**config.mk**
```make
export PLATFORM = sky130hd
export DESIGN_NAME = id_issue_ctrl
export DESIGN_NICKNAME = d
export VERILOG_FILES = /design/src/rtl/isa_pkg.sv /design/src/rtl/id_scoreboard.sv /design/src/rtl/id_issue_ctrl.sv
export SDC_FILE = /design/constraint.sdc
export NUM_CORES = 1
export LEC_CHECK = 0
export CAP_MARGIN = 20
export CORE_MARGIN = 5
export CORE_UTILIZATION = 55
export CTS_CLUSTER_DIAMETER = 80
export CTS_CLUSTER_SIZE = 12
export DETAILED_ROUTE_END_ITERATION = 10
export DONT_BUFFER_PORTS = 1
export GPL_ROUTABILITY_DRIVEN = 0
export PLACE_DENSITY = 0.78
export SLEW_MARGIN = 20
export SYNTH_ARGS = -nofsm -noshare
export SYNTH_HDL_FRONTEND = slang
export SYNTH_SLANG_ARGS = --single-unit
```
**constraint.sdc**
```tcl
create_clock -name clk -period 3.5 [get_ports clk]
set_input_delay 0.875 -clock clk [delete_from_list [all_inputs] [get_ports clk]]
set_output_delay 0.875 -clock clk [all_outputs]
set_load 0.01 [all_outputs]
```
**src/rtl/isa_pkg.sv**
```systemverilog
// ---------------------------------------------------------------------------
// isa_pkg
// Shared ISA definitions for the decode stage of the MVP core.
//   - 16-bit instruction layout: [15:11] opcode, [10:7] rd, [6:3] rs, [2:0] unused
//   - 5-bit opcode constants op_MOV..op_NOP (10..31 are illegal)
//   - Issue-controller FSM state type
//   - decode_usage(): register read/write usage of an opcode
// ---------------------------------------------------------------------------
package isa_pkg;

    // Instruction field bit positions
    localparam int OPC_HI = 15;
    localparam int OPC_LO = 11;
    localparam int RD_HI  = 10;
    localparam int RD_LO  = 7;
    localparam int RS_HI  = 6;
    localparam int RS_LO  = 3;

    // Opcode constants
    localparam logic [4:0] op_MOV = 5'd0;
    localparam logic [4:0] op_LD  = 5'd1;
    localparam logic [4:0] op_ST  = 5'd2;
    localparam logic [4:0] op_ADD = 5'd3;
    localparam logic [4:0] op_SUB = 5'd4;
    localparam logic [4:0] op_AND = 5'd5;
    localparam logic [4:0] op_OR  = 5'd6;
    localparam logic [4:0] op_NOT = 5'd7;
    localparam logic [4:0] op_JMP = 5'd8;
    localparam logic [4:0] op_NOP = 5'd9;

    typedef enum logic {
        ST_RUN   = 1'b0,
        ST_JWAIT = 1'b1
    } state_e;

    typedef struct packed {
        logic reads_rd;
        logic reads_rs;
        logic writes_rd;
        logic is_jmp;
        logic is_illegal;
    } usage_t;

    // Operand usage of an opcode. Illegal opcodes report no register use so
    // they flow through the issue logic exactly like a NOP.
    function automatic usage_t decode_usage(input logic [4:0] opc);
        usage_t u;
        u = '0;
        case (opc)
            op_MOV, op_LD, op_NOT: begin
                u.reads_rs  = 1'b1;
                u.writes_rd = 1'b1;
            end
            op_ADD, op_SUB, op_AND, op_OR: begin
                u.reads_rd  = 1'b1;
                u.reads_rs  = 1'b1;
                u.writes_rd = 1'b1;
            end
            op_ST: begin
                u.reads_rd = 1'b1;
                u.reads_rs = 1'b1;
            end
            op_JMP: begin
                u.reads_rs = 1'b1;
                u.is_jmp   = 1'b1;
            end
            op_NOP: begin
                u = '0;
            end
            default: begin
                u.is_illegal = 1'b1;
            end
        endcase
        return u;
    endfunction

endpackage

```
**src/rtl/id_scoreboard.sv**
```systemverilog
// ---------------------------------------------------------------------------
// id_scoreboard
// Pending-write bitmap: one bit per architectural register, set when an
// instruction that writes the register issues, cleared on writeback.
// Ports:
//   clk, reset          clock, asynchronous active-low reset
//   set_en/set_addr     mark register pending (wins over a same-bit clear)
//   clr_en/clr_addr     writeback clears the register's pending bit
//   chk_a/b_addr        two lookup addresses
//   pend_a/pend_b       registered pending state of those addresses
// ---------------------------------------------------------------------------
module id_scoreboard #(
    parameter int NUM_REGS = 16
) (
    input  logic       clk,
    input  logic       reset,
    input  logic       set_en,
    input  logic [3:0] set_addr,
    input  logic       clr_en,
    input  logic [3:0] clr_addr,
    input  logic [3:0] chk_a_addr,
    input  logic [3:0] chk_b_addr,
    output logic       pend_a,
    output logic       pend_b
);

    logic [NUM_REGS-1:0] pend_q;
    logic [NUM_REGS-1:0] pend_d;
    logic [NUM_REGS-1:0] set_mask;
    logic [NUM_REGS-1:0] clr_mask;

    generate
        for (genvar gi = 0; gi < NUM_REGS; gi++) begin : g_mask
            assign set_mask[gi] = set_en && (set_addr == 4'(gi));
            assign clr_mask[gi] = clr_en && (clr_addr == 4'(gi));
        end
    endgenerate

    // Clear first, then set, so a same-cycle set of the same bit survives.
    always_comb begin
        pend_d = (pend_q & ~clr_mask) | set_mask;
    end

    always_ff @(posedge clk or negedge reset) begin
        if (!reset) begin
            pend_q <= '0;
        end else begin
            pend_q <= pend_d;
        end
    end

    // Lookups use registered state only: no same-cycle bypass from writeback.
    assign pend_a = pend_q[chk_a_addr];
    assign pend_b = pend_q[chk_b_addr];

endmodule

```
**src/rtl/id_issue_ctrl.sv**
```systemverilog
// ---------------------------------------------------------------------------
// id_issue_ctrl
// Decode-stage issue controller between IF and the ID/EX boundary.
// Accepts instructions over valid/ready, blocks RAW/WAW hazards with a
// register scoreboard, limits instructions in flight, and sequences a flush
// plus wait-for-resolution on every jump.
// Ports:
//   clk, reset                 clock, asynchronous active-low reset
//   in_valid/in_ready/in_instr instruction stream from IF
//   out_valid/out_ready        issued instruction handshake to EX
//   out_instr/out_opcode/out_rd_addr/out_rs_addr/out_reg_write  issued fields
//   WB_reg_write/WB_reg_addr   writeback, clears the scoreboard bit
//   retire                     one instruction left the pipe
//   jmp_done                   EX resolved the outstanding jump
//   flush                      one-cycle pulse after a jump issues
//   stall                      valid instruction blocked by hazard/limit
//   illegal                    one-cycle pulse after accepting an illegal opcode
// ---------------------------------------------------------------------------
module id_issue_ctrl
    import isa_pkg::*;
#(
    parameter int NUM_REGS     = 16,
    parameter int MAX_INFLIGHT = 4
) (
    input  logic        clk,
    input  logic        reset,
    input  logic        in_valid,
    input  logic [15:0] in_instr,
    output logic        in_ready,
    output logic        out_valid,
    input  logic        out_ready,
    output logic [15:0] out_instr,
    output logic [4:0]  out_opcode,
    output logic [3:0]  out_rd_addr,
    output logic [3:0]  out_rs_addr,
    output logic        out_reg_write,
    input  logic        WB_reg_write,
    input  logic [3:0]  WB_reg_addr,
    input  logic        retire,
    input  logic        jmp_done,
    output logic        flush,
    output logic        stall,
    output logic        illegal
);

    localparam int CNT_W = 3;

    state_e            state_q, state_d;
    logic [CNT_W-1:0]  inflight_q, inflight_d;
    logic              out_valid_q, out_valid_d;
    logic [15:0]       out_instr_q, out_instr_d;
    logic [4:0]        out_opcode_q, out_opcode_d;
    logic [3:0]        out_rd_q, out_rd_d;
    logic [3:0]        out_rs_q, out_rs_d;
    logic              out_reg_write_q, out_reg_write_d;
    logic              flush_q, flush_d;
    logic              illegal_q, illegal_d;

    logic [4:0] in_opc;
    logic [3:0] in_rd;
    logic [3:0] in_rs;
    usage_t     in_use;
    logic       pend_rd;
    logic       pend_rs;
    logic       hazard;
    logic       slot_free;
    logic       below_limit;
    logic       issue;
    logic       in_ready_s;
    logic       stall_s;
    logic       accept;

    assign in_opc = in_instr[OPC_HI:OPC_LO];
    assign in_rd  = in_instr[RD_HI:RD_LO];
    assign in_rs  = in_instr[RS_HI:RS_LO];
    assign in_use = decode_usage(in_opc);

    id_scoreboard #(
        .NUM_REGS (NUM_REGS)
    ) u_scoreboard (
        .clk        (clk),
        .reset      (reset),
        .set_en     (issue && in_use.writes_rd),
        .set_addr   (in_rd),
        .clr_en     (WB_reg_write),
        .clr_addr   (WB_reg_addr),
        .chk_a_addr (in_rd),
        .chk_b_addr (in_rs),
        .pend_a     (pend_rd),
        .pend_b     (pend_rs)
    );

    // A pending rd blocks both reads of rd (RAW) and writes of rd (WAW).
    assign hazard      = (in_use.reads_rd && pend_rd) ||
                         (in_use.reads_rs && pend_rs) ||
                         (in_use.writes_rd && pend_rd);
    assign slot_free   = !out_valid_q || out_ready;
    assign below_limit = inflight_q < CNT_W'(MAX_INFLIGHT);

    // FSM: next state and handshake decisions
    always_comb begin
        state_d    = state_q;
        issue      = 1'b0;
        in_ready_s = 1'b0;
        stall_s    = 1'b0;
        case (state_q)
            ST_RUN: begin
                issue      = in_valid && slot_free && !hazard && below_limit;
                in_ready_s = issue;
                stall_s    = in_valid && !issue && slot_free;
                if (issue && in_use.is_jmp) begin
                    state_d = ST_JWAIT;
                end
            end
            ST_JWAIT: begin
                // Drain the wrong-path stream: accept and drop everything.
                in_ready_s = 1'b1;
                if (jmp_done) begin
                    state_d = ST_RUN;
                end
            end
            default: begin
                state_d = ST_RUN;
            end
        endcase
    end

    assign accept = in_valid && in_ready_s;

    // Datapath next values
    always_comb begin
        out_valid_d     = out_valid_q;
        out_instr_d     = out_instr_q;
        out_opcode_d    = out_opcode_q;
        out_rd_d        = out_rd_q;
        out_rs_d        = out_rs_q;
        out_reg_write_d = out_reg_write_q;
        inflight_d      = inflight_q;
        flush_d         = issue && in_use.is_jmp;
        illegal_d       = accept && in_use.is_illegal;

        if (issue) begin
            out_valid_d     = 1'b1;
            out_instr_d     = in_instr;
            out_opcode_d    = in_use.is_illegal ? op_NOP : in_opc;
            out_rd_d        = in_rd;
            out_rs_d        = in_rs;
            out_reg_write_d = in_use.writes_rd;
        end else if (out_ready) begin
            out_valid_d = 1'b0;
        end

        // Issue and retire together cancel; retire at zero saturates.
        if (issue && !retire) begin
            inflight_d = inflight_q + CNT_W'(1);
        end else if (!issue && retire && (inflight_q != '0)) begin
            inflight_d = inflight_q - CNT_W'(1);
        end
    end

    always_ff @(posedge clk or negedge reset) begin
        if (!reset) begin
            state_q         <= ST_RUN;
            inflight_q      <= '0;
            out_valid_q     <= 1'b0;
            out_instr_q     <= '0;
            out_opcode_q    <= '0;
            out_rd_q        <= '0;
            out_rs_q        <= '0;
            out_reg_write_q <= 1'b0;
            flush_q         <= 1'b0;
            illegal_q       <= 1'b0;
        end else begin
            state_q         <= state_d;
            inflight_q      <= inflight_d;
            out_valid_q     <= out_valid_d;
            out_instr_q     <= out_instr_d;
            out_opcode_q    <= out_opcode_d;
            out_rd_q        <= out_rd_d;
            out_rs_q        <= out_rs_d;
            out_reg_write_q <= out_reg_write_d;
            flush_q         <= flush_d;
            illegal_q       <= illegal_d;
        end
    end

    // Combinational handshake outputs are forced low while reset is held so
    // every output reads 0 during reset regardless of in_valid.
    assign in_ready      = in_ready_s && reset;
    assign stall         = stall_s && reset;
    assign out_valid     = out_valid_q;
    assign out_instr     = out_instr_q;
    assign out_opcode    = out_opcode_q;
    assign out_rd_addr   = out_rd_q;
    assign out_rs_addr   = out_rs_q;
    assign out_reg_write = out_reg_write_q;
    assign flush         = flush_q;
    assign illegal       = illegal_q;

endmodule

```
# Word-level counts from Yosys, hierarchy flattened

Index checks and enable logic that the tools add are counted.

Multiplexer cells: 20
$lt $le $gt $ge: 3
Reductions and logical operators: 68
Equality and inequality tests: 39
Bitwise operators: 4
Add/sub/neg operators: 2

Operators by type and width:

| cell                                                                         | count |
|---|---|
| 4-bit equality test, second input constant                                   | 16 |
| 1-bit logical AND                                                            | 50 |
| 4-bit by 3-bit equality test with 1-bit output, second input constant        | 8 |
| 5-bit by 3-bit equality test with 1-bit output, second input constant        | 4 |
| 16-bit bitwise AND                                                           | 1 |
| 4-bit by 2-bit equality test with 1-bit output, second input constant        | 4 |
| 16-bit NOT                                                                   | 1 |
| 16-bit OR                                                                    | 1 |
| 1-bit two-way mux                                                            | 13 |
| 5-bit by 2-bit equality test with 1-bit output, second input constant        | 2 |
| 5-bit by 4-bit equality test with 1-bit output, second input constant        | 2 |
| 4-bit by 5-bit less-than comparator with 1-bit output, second input constant | 2 |
| 10-bit OR reduction                                                          | 1 |
| 9-bit OR reduction                                                           | 1 |
| 1-bit binary-select mux with 4-bit select                                    | 2 |
| 4-bit by 1-bit equality test with 1-bit output, second input constant        | 2 |
| 4-bit logical NOT                                                            | 2 |
| 7-bit OR reduction                                                           | 1 |
| 3-bit two-way mux                                                            | 2 |
| 5-bit by 1-bit equality test with 1-bit output, second input constant        | 1 |
| 1-bit logical NOT                                                            | 5 |
| 5-bit logical NOT                                                            | 1 |
| 5-bit two-way mux                                                            | 1 |
| 5-bit OR reduction                                                           | 1 |
| 8 further kinds                                                              | 12 |

Input port bits: 27
Output and inout port bits: 35
Bits in registers: 53
Word-level logic and storage cells: 147

# Longest topological paths before layout

Word-level depth: 15
Depth in mapped cells: 15
Depth with buffers taken out: 11

# By module

Synthesis repeated with hierarchy kept, for this count alone.

Cells, all modules: 186
Area total of the unflattened synthesis: 2258.4 µm²

By module, submodules not included:

| module        | area an instance (µm²) | cells an instance | seq. area each (µm²) | instances |
|---|---|---|---|---|
| id_issue_ctrl | 1325.0                 | 108               | 725.7                | 1 |
| id_scoreboard | 933.4                  | 78                | 400.4                | 1 |

# Least setup slack after synthesis

OpenSTA, ideal clock, no wires.

Path kind: input to register
From: in in_instr[3]
To: reg inflight_q[1]
Arrival: 3597 ps
Required time: 3413 ps
Path buffers: 3
Setup time: 87 ps
Setup slack: -184 ps
Stages on the path: 12
Cell sequence: buf_2 mux4_2 mux2i_1 a221oi_1 or3_1 buf_2 buf_6 or2_2 fa_1 o211ai_1 mux2_2 o211ai_1

Elaborated cells on any way between the ends: 15
Classes of those cells: 4 x mux; 11 x reduce/logical

RTL lines:

| what                                      | RTL line             | RTL |
|---|---|---|
| from (decl)                               | id_issue_ctrl.sv:28  | `input logic [15:0] in_instr,` |
| 1-bit binary-select mux with 4-bit select | id_scoreboard.sv:54  | `assign pend_b = pend_q[chk_b_addr];` |
| 1-bit two-way mux (not written as such)   | id_scoreboard.sv:54  |  |
| 1-bit logical AND                         | id_issue_ctrl.sv:95  | `(in_use.reads_rs && pend_rs) \|\|` |
| 1-bit logical OR                          | id_issue_ctrl.sv:94  | `assign hazard = (in_use.reads_rd && pend_rd) \|\|` |
| 1-bit logical OR                          | id_issue_ctrl.sv:95  |  |
| 1-bit logical NOT                         | id_issue_ctrl.sv:108 | `issue = in_valid && slot_free && !hazard && below_limit;` |
| 1-bit logical AND (2 in series)           | id_issue_ctrl.sv:108 |  |
| 1-bit two-way mux                         | id_issue_ctrl.sv:106 | `case (state_q)` |
| 1-bit logical AND                         | id_issue_ctrl.sv:154 | `if (issue && !retire) begin` |
| 3-bit two-way mux                         | id_issue_ctrl.sv:154 |  |
| net inflight_d[1]                         | id_issue_ctrl.sv:49  | `logic [CNT_W-1:0] inflight_q, inflight_d;` |
| to (signal assigned)                      | id_issue_ctrl.sv:175 | `inflight_q <= inflight_d;` |
| to (decl)                                 | id_issue_ctrl.sv:49  |  |

The timed path passes the listed nets, and every way through them passes these cells. The select of a mux whose other input is x is not followed.
A chain may end at the register's enable or synchronous reset.

# Worst setup path after layout

From: in in_instr[8]
To: out stall

Longest elaborated chain between the ends: 13
Elaborated cells on any way between the ends: 14
Classes of those cells: 3 x mux; 11 x reduce/logical

Ends and longest elaborated chain:

| what                                          | RTL line             | RTL |
|---|---|---|
| 1-bit binary-select mux with 4-bit select (*) | id_scoreboard.sv:53  | `assign pend_a = pend_q[chk_a_addr];` |
| 1-bit two-way mux (not written as such) (*)   | id_scoreboard.sv:53  |  |
| 1-bit logical AND                             | id_issue_ctrl.sv:94  |  |
| 1-bit logical OR                              | id_issue_ctrl.sv:94  |  |
| 1-bit logical OR (*)                          | id_issue_ctrl.sv:95  |  |
| 1-bit logical NOT (*)                         | id_issue_ctrl.sv:108 |  |
| 1-bit logical AND (*) (2 in series)           | id_issue_ctrl.sv:108 |  |
| 1-bit logical NOT (*)                         | id_issue_ctrl.sv:110 | `stall_s = in_valid && !issue && slot_free;` |
| 1-bit logical AND (*) (2 in series)           | id_issue_ctrl.sv:110 |  |
| 1-bit two-way mux (*)                         | id_issue_ctrl.sv:106 |  |
| 1-bit logical AND (*)                         | id_issue_ctrl.sv:190 | `assign stall = stall_s && reset;` |
| to (decl)                                     | id_issue_ctrl.sv:42  | `output logic stall,` |

Every way passes the cells marked *; elsewhere a longest branch is shown, timed or not. The select of a mux whose other input is x is not followed.

==> out/metrics.json <==
{
  "outcome": {
    "status": "finished clean"
  },
  "power_and_ir_drop": {
    "powerDensity_mw_per_mm2": 701,
    "p_leak_nw": 1.05,
    "vdd.ir_drop.worst_uv": 414,
    "total_power_mw": 1.70
  },
  "routing": {
    "drc": 0,
    "drt_wl_total_mm": 4.98,
    "drtAntennaViolNets": 0,
    "via_count": 1597,
    "detail_route.first_pass.iterations": 4,
    "route.detailed.wl_per_inst_um": 19.2,
    "detail_route.iter0.violations": 127,
    "viasPerCell": 6.14
  },
  "sta": {
    "fmax_mhz": 297,
    "report.final.setup_viol": 0,
    "timing_hold_violations_final": 0,
    "skew_ps": 7.15,
    "worst_pin_slew_ps": 433,
    "slew_violations": 0,
    "maxSlewHeadroom": 0.712,
    "finalSetupTns_ps": 0,
    "unrepaired_setup_endpoints_after_global_routing": "false",
    "min_period_over_period": 0.962,
    "final_period_minus_worst_setup_slack_ps": 3370
  },
  "placed_design": {
    "post_detailed_placement_half_perimeter_wirelength_mm": 3.61,
    "post_dp_cell_area_mm2": 0.00230,
    "placement.io_buffers": 0,
    "dp.cells": 252
  },
  "worst_setup_path": {
    "critical_path_class": "in2out",
    "timing.critical_path.slowest_cell_delay_ps": 470,
    "critPathBufInv": 1,
    "path_delay_family": "multiplexers",
    "critical_path.startpoint_type": "input pin",
    "critPathSlowestCell": "sky130_fd_sc_hd__mux4_2",
    "cp_max_fo": 14,
    "worstSetupEndpointType": "output pin",
    "worstPathArrival_ps": 2490,
    "critical_path_required_ps": 2620,
    "crit_chain": "mux2i_1, mux4_2, a2111oi_2, nor4_1, nor4b_1, buf_4"
  },
  "clock_network": {
    "worstSkewPairLatency_ps": 300,
    "clock_sinks": 45,
    "clk_pin_slew_ps": 80,
    "clock-root-buffer": "sky130_fd_sc_hd__clkbuf_8",
    "cts_buffers": 5,
    "ctsLongestPathBuffers": 2,
    "cts-htree-levels": 2,
    "tritoncts": "yes"
  },
  "grt": {
    "first_pass_grt_wire_length_mm": 8.02,
    "aggregate_global_routing_overflow": 0,
    "global_route.usage.total": 0.195,
    "grt_pass1_vias": 1609,
    "number_of_antenna_violations_at_the_first_check_in_global_routing": 0,
    "grt_start_max_net_pins": 48
  },
  "cells_and_area": {
    "finalNonFillerCells": 260,
    "drive_gt1_frac": 0.195,
    "antennaDiodeCount": 0,
    "layout.cell_area.non_filler_mm2": 0.00243,
    "finalCoreUtilization": 0.599,
    "layout.filler_cells": 340,
    "nets": 237,
    "synthToLayoutAreaGrowth_pct": 3.79
  },
  "die": {
    "floorplan.core_area_mm2": 0.00406,
    "initial_core_utilization": 0.577,
    "chipWidth_um": 75.2,
    "fp.dieH_um": 75.2,
    "die-area_mm2": 0.00566,
    "io_pins": 62,
    "std_cell_rows": 23
  },
  "synth": {
    "seq_area_frac_synth": 0.481,
    "netlist_instances": 216,
    "synth_edf_count": 0,
    "yosysUniqueCellTypes": 42,
    "yosys_warnings": 0,
    "synth_seq_cells": 45,
    "syn_avg_cell_area_um2": 10.8,
    "synthesis.nets": 244,
    "synthFlopType": "sky130_fd_sc_hd__dfrtp_1",
    "netlist_area_mm2": 0.00234,
    "async_reset_ff_frac": 1.00
  },
  "job": {
    "max-cap-violations": 0
  },
  "worst_hold_path": {
    "hp-class": "in2async"
  }
}
report_power, final:
group,switching (mW),total [mW],internal (mW)
Combinational,0.172,0.375,0.203
Sequential,0.231,0.919,0.688
Clock,0.177,0.409,0.232
Total,0.580,1.70,1.12
through the flow:
step | hold WS (ps) | setup WS (ps)
2_1_floorplan | 483 | -77.0
3_3_place_gp | 520 | -49.6
3_5_place_dp | 528 | -6.24
4_1_cts | 245 | 52.7
5_1_grt | 231 | 54.4
6_report | 258 | 134
layout make-up:
| type | instances | area, µm² | share of cell area |
|---|---|---|---|
| sequential | 45 | 1130 | 0.463 |
| multi-input combinational | 149 | 1080 | 0.444 |
| clock buffer | 6 | 82.6 | 0.0340 |
| tap | 50 | 62.6 | 0.0257 |
| clock inverter | 2 | 37.5 | 0.0154 |
| timing repair buffer | 3 | 22.5 | 0.00927 |
| inverter | 5 | 18.8 | 0.00772 |
worst paths after layout:
check	from	end	slack, ps	cells after the start
hold reg to reg	u_scoreboard.pend_q[4]	u_scoreboard.pend_q[4]	550	2
max in group asynchronous	reset	u_scoreboard.pend_q[1]	3140	0
min in group clk	u_scoreboard.pend_q[4]	u_scoreboard.pend_q[4]	550	2
hold / removal	reset	out_instr[8]	260	0
setup reg to reg	u_scoreboard.pend_q[11]	inflight_q[1]	610	9
setup / recovery	in_instr[8]	stall	130	6
layer usage:
layer | vias up | GRT usage | share of wire
met1 | 772 | 0.264 | 0.43
met2 | 62 | 0.289 | 0.47
li1 | 754 | - | -
met4 | 0 | 0.0777 | 0.019
met5 | - | 0 | 0
met3 | 9 | 0.0654 | 0.081
timing repair:
item	in CTS	in global routing
hold endpoints to repair	0	0
setup endpoints to repair	1	1
hold buffers	0	0
gates resized for setup	1	1
buffers inserted	0	0
state kept, by name, indices dropped and copies added, names as in the netlist:
name,count
out_reg_write,1
illegal,1
u_scoreboard.pend_q,16
inflight_q,3
out_valid,1
out_opcode,5
state_q,1
out_instr,16
flush,1
cells in the mapped netlist (all sizes together), types with 2 or more instances:
cell type / count / area (µm²)
buf: 16 / 121
dfrtp: 45 / 1130
inv: 5 / 18.8
mux2: 17 / 191
mux2i: 9 / 90.1
mux4: 5 / 113
nand2: 24 / 90.1
nand2b: 6 / 37.5
nand3: 2 / 10.0
nand3b: 2 / 15.0
nor2: 10 / 37.5
nor2b: 3 / 18.8
nor3: 2 / 10.0
o211ai: 2 / 15.0
o21ai: 39 / 206
o31ai: 4 / 30.0
or2: 2 / 12.5
or3: 3 / 18.8
or3b: 3 / 26.3
or4b: 2 / 23.8
layout by cell type, fill, tap and decap left out, types with 2 or more instances in the layout:
cell / Yosys / final
sky130_fd_sc_hd__nor3_1: 2 / 2
sky130_fd_sc_hd__mux4_2: 5 / 5
sky130_fd_sc_hd__o211ai_1: 2 / 2
sky130_fd_sc_hd__o21ai_1: 2 / 2
sky130_fd_sc_hd__mux2_2: 16 / 16
sky130_fd_sc_hd__nor2_1: 10 / 10
sky130_fd_sc_hd__nor2b_1: 3 / 3
sky130_fd_sc_hd__mux2i_1: 9 / 9
sky130_fd_sc_hd__inv_1: 5 / 5
sky130_fd_sc_hd__nand2_1: 24 / 24
sky130_fd_sc_hd__o31ai_1: 4 / 4
sky130_fd_sc_hd__or3_1: 3 / 3
sky130_fd_sc_hd__nand3b_1: 2 / 2
sky130_fd_sc_hd__clkbuf_8: 0 / 6
sky130_fd_sc_hd__o21ai_2: 3 / 3
sky130_fd_sc_hd__or3b_1: 2 / 2
sky130_fd_sc_hd__nand2b_1: 6 / 6
sky130_fd_sc_hd__buf_4: 9 / 3
sky130_fd_sc_hd__nand3_1: 2 / 2
sky130_fd_sc_hd__dfrtp_1: 45 / 45
sky130_fd_sc_hd__o21ai_0: 34 / 34
logic make-up after synthesis:
group | synth area share
simple gates | 0.149
compound gates | 0.128
flops | 0.481
mux | 0.168
buf+inv | 0.0615
xor+xnor | 0.00374
fa+ha+maj | 0.00855
No activity file was read; power rests on OpenSTA's default activity.
